[src/rtl/hx711_reader_if.sv]
// rtl/hx711_reader_if.sv - sample publication bundle from the HX711 reader
interface hx711_reader_if;
    logic signed [23:0] RAW_VAL;
    logic               DATA_VALID;
    logic               busy;

    modport master (output RAW_VAL, output DATA_VALID, output busy);
    modport slave  (input  RAW_VAL, input  DATA_VALID, input  busy);
endinterface

[src/rtl/hx711_reader.sv]
// rtl/hx711_reader.sv - HX711 24-bit ADC serial reader with gain pulses and power-down
module hx711_reader #(
    parameter int HALF_PERIOD   = 100,
    parameter int GAIN_PULSES   = 1,
    parameter int RESYNC_CYCLES = 8000
) (
    input  logic              clk_100MHz,
    input  logic              rst_n,
    input  logic              HX711_DOUT,
    input  logic              pwr_dn,
    output logic              HX711_PD_SCK,
    hx711_reader_if.master    out_if
);

    localparam int CNT_MAX = (RESYNC_CYCLES > HALF_PERIOD) ? RESYNC_CYCLES : HALF_PERIOD;
    localparam int CW      = $clog2(CNT_MAX + 1);

    typedef enum logic [2:0] {
        RESYNC,
        WAIT_HI,
        IDLE,
        SCK_HI,
        SCK_LO,
        DONE,
        PWRDN
    } state_t;

    state_t             state_q, state_d;
    logic [CW-1:0]      cyc_q, cyc_d;
    logic [4:0]         bit_q, bit_d;
    logic [23:0]        shift_q, shift_d;
    logic signed [23:0] raw_q, raw_d;
    logic               dv_q, dv_d;
    logic               sck_q, sck_d;
    logic               busy_q, busy_d;
    logic               dout_meta_q, dout_s_q;

    // Two-flop synchroniser for DOUT; idles high (not ready) out of reset
    always_ff @(posedge clk_100MHz or negedge rst_n) begin
        if (!rst_n) begin
            dout_meta_q <= 1'b1;
            dout_s_q    <= 1'b1;
        end else begin
            dout_meta_q <= HX711_DOUT;
            dout_s_q    <= dout_meta_q;
        end
    end

    // Next-state logic; PD_SCK, busy and the strobe follow the next state so they come straight from flops
    always_comb begin
        state_d = state_q;
        cyc_d   = cyc_q;
        bit_d   = bit_q;
        shift_d = shift_q;
        raw_d   = raw_q;

        case (state_q)
            RESYNC: begin
                if (cyc_q == CW'(RESYNC_CYCLES - 1)) begin
                    cyc_d   = '0;
                    state_d = pwr_dn ? PWRDN : WAIT_HI;
                end else begin
                    cyc_d = cyc_q + CW'(1);
                end
            end
            WAIT_HI: begin
                // A low DOUT left over from the last frame must not start another read
                if (dout_s_q) begin
                    state_d = IDLE;
                end else if (pwr_dn) begin
                    state_d = PWRDN;
                end
            end
            IDLE: begin
                if (pwr_dn) begin
                    state_d = PWRDN;
                end else if (!dout_s_q) begin
                    state_d = SCK_HI;
                    bit_d   = '0;
                    cyc_d   = '0;
                    shift_d = '0;
                end
            end
            SCK_HI: begin
                if (cyc_q == CW'(HALF_PERIOD - 1)) begin
                    cyc_d = '0;
                    // Gain/channel pulses carry no data, so only the first 24 are shifted
                    if (bit_q < 5'd24) begin
                        shift_d = {shift_q[22:0], dout_s_q};
                    end
                    state_d = SCK_LO;
                end else begin
                    cyc_d = cyc_q + CW'(1);
                end
            end
            SCK_LO: begin
                if (cyc_q == CW'(HALF_PERIOD - 1)) begin
                    cyc_d = '0;
                    if (bit_q == 5'(23 + GAIN_PULSES)) begin
                        state_d = DONE;
                        raw_d   = shift_q;
                    end else begin
                        bit_d   = bit_q + 5'd1;
                        state_d = SCK_HI;
                    end
                end else begin
                    cyc_d = cyc_q + CW'(1);
                end
            end
            DONE: begin
                state_d = WAIT_HI;
            end
            PWRDN: begin
                // HX711 comes back with DOUT high, so WAIT_HI re-arms cleanly
                if (!pwr_dn) begin
                    state_d = WAIT_HI;
                end
            end
            default: begin
                state_d = RESYNC;
                cyc_d   = '0;
            end
        endcase

        sck_d  = (state_d == RESYNC) || (state_d == SCK_HI) || (state_d == PWRDN);
        busy_d = (state_d == SCK_HI) || (state_d == SCK_LO);
        dv_d   = (state_d == DONE);
    end

    // State and registered outputs; PD_SCK is forced high as soon as reset asserts
    always_ff @(posedge clk_100MHz or negedge rst_n) begin
        if (!rst_n) begin
            state_q <= RESYNC;
            cyc_q   <= '0;
            bit_q   <= '0;
            shift_q <= '0;
            raw_q   <= '0;
            dv_q    <= 1'b0;
            sck_q   <= 1'b1;
            busy_q  <= 1'b0;
        end else begin
            state_q <= state_d;
            cyc_q   <= cyc_d;
            bit_q   <= bit_d;
            shift_q <= shift_d;
            raw_q   <= raw_d;
            dv_q    <= dv_d;
            sck_q   <= sck_d;
            busy_q  <= busy_d;
        end
    end

    assign HX711_PD_SCK      = sck_q;
    assign out_if.RAW_VAL    = raw_q;
    assign out_if.DATA_VALID = dv_q;
    assign out_if.busy       = busy_q;

endmodule

[src/flat_wrapper.sv]
// flat-port wrapper written by rule: the top's interface ports become plain ports
module hx711_reader_flat 
#(
    parameter int HALF_PERIOD   = 100,
    parameter int GAIN_PULSES   = 1,
    parameter int RESYNC_CYCLES = 8000
)
  (clk_100MHz, rst_n, HX711_DOUT, pwr_dn, HX711_PD_SCK, out_if_RAW_VAL, out_if_DATA_VALID, out_if_busy);
  hx711_reader_if out_if_i ();
  input  logic clk_100MHz;
  input  logic rst_n;
  input  logic HX711_DOUT;
  input  logic pwr_dn;
  output logic HX711_PD_SCK;
  output wire logic [$bits(out_if_i.RAW_VAL)-1:0] out_if_RAW_VAL;
  output wire logic [$bits(out_if_i.DATA_VALID)-1:0] out_if_DATA_VALID;
  output wire logic [$bits(out_if_i.busy)-1:0] out_if_busy;
  assign out_if_RAW_VAL = out_if_i.RAW_VAL;
  assign out_if_DATA_VALID = out_if_i.DATA_VALID;
  assign out_if_busy = out_if_i.busy;
  hx711_reader #(.HALF_PERIOD(HALF_PERIOD), .GAIN_PULSES(GAIN_PULSES), .RESYNC_CYCLES(RESYNC_CYCLES)) u_core (.clk_100MHz(clk_100MHz), .rst_n(rst_n), .HX711_DOUT(HX711_DOUT), .pwr_dn(pwr_dn), .HX711_PD_SCK(HX711_PD_SCK), .out_if(out_if_i));
endmodule
[config.mk]
export PLATFORM = sky130hd
export DESIGN_NAME = hx711_reader_flat
export DESIGN_NICKNAME = d
export VERILOG_FILES = /design/src/rtl/hx711_reader_if.sv /design/src/rtl/hx711_reader.sv /design/src/flat_wrapper.sv
export SDC_FILE = /design/constraint.sdc
export NUM_CORES = 1
export LEC_CHECK = 0
export BUFFER_PORTS_ARGS = -buffer_cell sky130_fd_sc_hd__buf_4
export CORE_MARGIN = 4
export CORE_UTILIZATION = 53
export DETAILED_ROUTE_END_ITERATION = 12
export PLACE_DENSITY = 0.79
export SLEW_MARGIN = 25
export SYNTH_ARGS = -nofsm -noshare
export SYNTH_HDL_FRONTEND = slang
export SYNTH_SLANG_ARGS = --single-unit
[constraint.sdc]
create_clock -name clk_100MHz -period 1.9 [get_ports clk_100MHz]
set_input_delay 0.19 -clock clk_100MHz [delete_from_list [all_inputs] [get_ports clk_100MHz]]
set_output_delay 0.19 -clock clk_100MHz [all_outputs]
set_load 0.005 [all_outputs]
==> key figures <==
Detailed routing
  – Iter 0 DRT Violations: 156
  – Detail Route Antenna Nets: 0
  – DR WL/cell: ~17 um
  – Residual DRC: 0
  – Pre-antenna DRT Iters: 4
  – Post-DR vias/cell: 5.66
  – Via count: around 2600
  – DRT Wirelength: 7690 um

Logic synthesis
  – Dominant synthesized flop cell: dfrtp_1
  – Largest cells by area after synthesis: dfrtp_1, mux2_4, nand2_1, o21ai_0, dfstp_2
  – Avg Synthesized Cell Area: 11.1 um^2
  – Yosys top cell area share: 0.499
  – Yosys warns: 0
  – Synth Net Count: ~330
  – Cell Area, Synth: between 3000 and 4000 um^2
  – EDFF count, synth: 0
  – Leading area contributor after synthesis: dfrtp_1
  – Post-synthesis async set-or-reset flop share: 1.00
  – Post-synth cell types: 51
  – Yosys reg bits: 74
  – Cells after synthesis: between 300 and 400
  – Sequential share of the synthesized area: 0.521

Timing
  – Final worst slack: -0.0768 ns
  – Final Cycle Share: 1.04
  – RSZ-0062 raised after global routing: yes
  – Endpoints failing setup: 33
  – Min Tclk post-route: 1.98 ns
  – Worst Hold Slack: 0.202 ns
  – Layout Skew: 0.0125 ns
  – Max Slew Vio Count: 0
  – Max frequency: about 510 MHz
  – TNS Setup: -1.51 ns
  – Slew headroom: 0.693
  – Slew @ Worst Pin: 0.461 ns
  – Final Hold Violating Endpoints: 0

Worst setup path
  – CP required: 2.15 ns
  – Flop2flop setup slack: -0.08 ns
  – CP max stage delay: about 0.36 ns
  – R2r startpoint: u_core.cyc_q[0]
  – CP Cell Sequence: ha_2, nor4b_4, nand3_2, o211ai_2, nand4_4, clkbuf_16, mux2_4
  – Reg-to-reg endpoint: u_core.out_if.RAW_VAL[14]
  – Worst Path Max Fanout: 10
  – Worst setup SP type: flip-flop
  – Critical Path Start: u_core.cyc_q[0]
  – CP Class: reg -> reg
  – Crit-path slowest cell: dfrtp_1
  – CP endpoint: u_core.out_if.RAW_VAL[14]
  – Crit path DAT: 2.22 ns
  – Register-to-Register Path Depth: 7
  – CP Capture Type: flip-flop

Layout
  – Fillers: approximately 430
  – Non-filler cells, final: between 400 and 500
  – Area grow syn2layout: 25.3%
  – Design area: 4460 um^2
  – N_diodes: 0
  – Nets: between 300 and 400
  – Multi-input gate area: 1590 um^2
  – Final core utilization: 0.694
  – Share of layout cells above drive strength 1: 0.345
  – Sequential Area: 1860 um^2

Clock tree
  – Clock latency on the worst-skew pair: 0.36 ns
  – Num CTS Buffers: 9
  – Clk sink count: 74
  – Clock Path Buffers: 2
  – TritonCTS clock tree: built
  – Root Driver: clkbuf_8
  – Max H-tree Level: 3
  – Clock transition at the registers of the reported paths: about 0.080 ns

GRT
  – Total gr overflow: 0
  – Vias in the first global route: 2631
  – Antenna violations before repair: 0
  – First-pass GRT wire length: 12700 um
  – GRT Total Usage: 0.193
  – Pin count of the biggest net entering global routing: 41

Placed design
  – Dpl ws: -0.0462 ns
  – Area after DPL: 4040 um^2
  – Final GP Congestion: 0.901
  – Dpl hpwl: 4890 um
  – IO Port Bufs: 30
  – Dpl cells: 438

Power and ir drop
  – Comb power frac: 0.017
  – Power Total: 3.06 mW
  – Internal: 2.38 mW
  – Leak: about 2.2 nW
  – Switch share: 0.221
  – Clk pwr share: 0.467
  – Seq pwr share: 0.516
  – Worst VDD drop: 702 uV
  – Power per Cell Area: 686 nW/um^2
  – Switching pwr: 675 uW

Floorplan
  – Chip height: 89.9 um
  – IO Count: 31
  – Num rows: 29
  – Starting Density: 0.554
  – Area of the core: 6420 um^2
  – Die W: 89.9 um
  – Die area: 8090 um^2

Outcome
  – Status: complete, but fails checks
  – Failing checks: setup timing

Hold path
  – Worst hold path class: in -> reg

Flow run
  – # Max-Cap Violations: 0
==> power by group through the flow <==
stage               Combinational (mW)  Clock [mW]  Sequential, mW
CTS                             0.0541        1.44            1.58
detailed placement              0.0506           0            1.61
global placement                0.0501           0            1.61
floorplan                      0.00588           0            1.61
global route                    0.0611        1.51            1.58
finish                          0.0523        1.43            1.58
==> cells in the mapped netlist (5+ instances only) <==
library cell,instances
a21oi_1,7
nor2_1,10
inv_1,10
nand2_1,58
o21ai_0,30
nand4_1,7
nand3_1,12
clkbuf_1,7
mux2i_1,6
mux2_4,20
mux2_2,6
dfrtp_1,71
buf_2,7
a22o_1,5
==> sequential cells by signal, summed over array words and instances, names as in the netlist, 3 cells and up <==
name	flops
u_core.out_if.RAW_VAL	24
u_core.cyc_q	13
u_core.bit_q	5
u_core.state_q	3
u_core.shift_q	24
==> kinds of logic after synthesis <==
kind of cell	Yosys count	synth area share
adder cells (fa/ha/maj)	3	0.0105
multiplexers	32	0.120
buffers and inverters	28	0.0404
AO/OA/AOI/OAI	57	0.102
AND/OR/NAND/NOR	121	0.193
XOR/XNOR	5	0.0123
flip-flops	74	0.521
==> repair_timing <==
item,in CTS,in global routing
cloned,2,1
hold buffers,2,0
pin swaps,1,5
buffers inserted,2,2
endpoints found under the setup margin,5,37
gates resized for setup,4,11
hold endpoints to repair,34,0
==> worst min-delay path by stage <==
stage,start,end,slack (ns),cells after the start
after floorplan,rst_n,u_core.bit_q[0],-0.11,0
after global placement,rst_n,u_core.cyc_q[3],0.17,1
after global routing,pwr_dn,u_core.state_q[1],0.20,3
after CTS,pwr_dn,u_core.state_q[1],0.18,3
final,pwr_dn,u_core.state_q[1],0.20,3
after detailed placement,rst_n,u_core.cyc_q[3],0.17,1
==> layer usage <==
metal  track usage  vias up  share of wire
met5             0        -              0
li1              -     1245              -
met2         0.308       67           0.48
met3        0.0384       16          0.042
met1         0.255     1294           0.45
met4        0.0918        0          0.024
==> worst max-delay path: cells and delay by family (launching register included) <==
family | cells | cell delay (ns)
flops | 1 | 0.36
compound gates | 1 | 0.12
buf+inv | 1 | 0.22
simple gates | 3 | 0.66
mux | 1 | 0.29
fa+ha+maj | 1 | 0.20
==> placed cells by master (no fill, tap or decap), types with 3 or more instances in the layout <==
| master | n |
|---|---|
| and2_1 | 3 |
| o21ai_0 | 27 |
| buf_6 | 3 |
| a22o_1 | 5 |
| buf_4 | 56 |
| a21oi_1 | 4 |
| nand2_1 | 58 |
| nand4_1 | 7 |
| nand2b_1 | 4 |
| mux2i_1 | 6 |
| nor2_1 | 9 |
| and4_1 | 3 |
| o21ai_1 | 4 |
| dfstp_2 | 3 |
| nand3_1 | 11 |
| nor3_1 | 4 |
| mux2_2 | 6 |
| clkbuf_8 | 10 |
| inv_1 | 10 |
| a21o_1 | 3 |
| inv_6 | 3 |
| xor2_1 | 4 |
| buf_12 | 4 |
| a21oi_2 | 3 |
| dfrtp_1 | 71 |
| mux2_4 | 20 |
==> layout make-up <==
type	instances	area share
tap	77	0.0216
timing repair buffer	68	0.145
sequential	74	0.416
clock buffer	10	0.0309
multi-input combinational	218	0.357
clock inverter	6	0.0213
inverter	10	0.00842
Power figures use the tool's default switching activity.
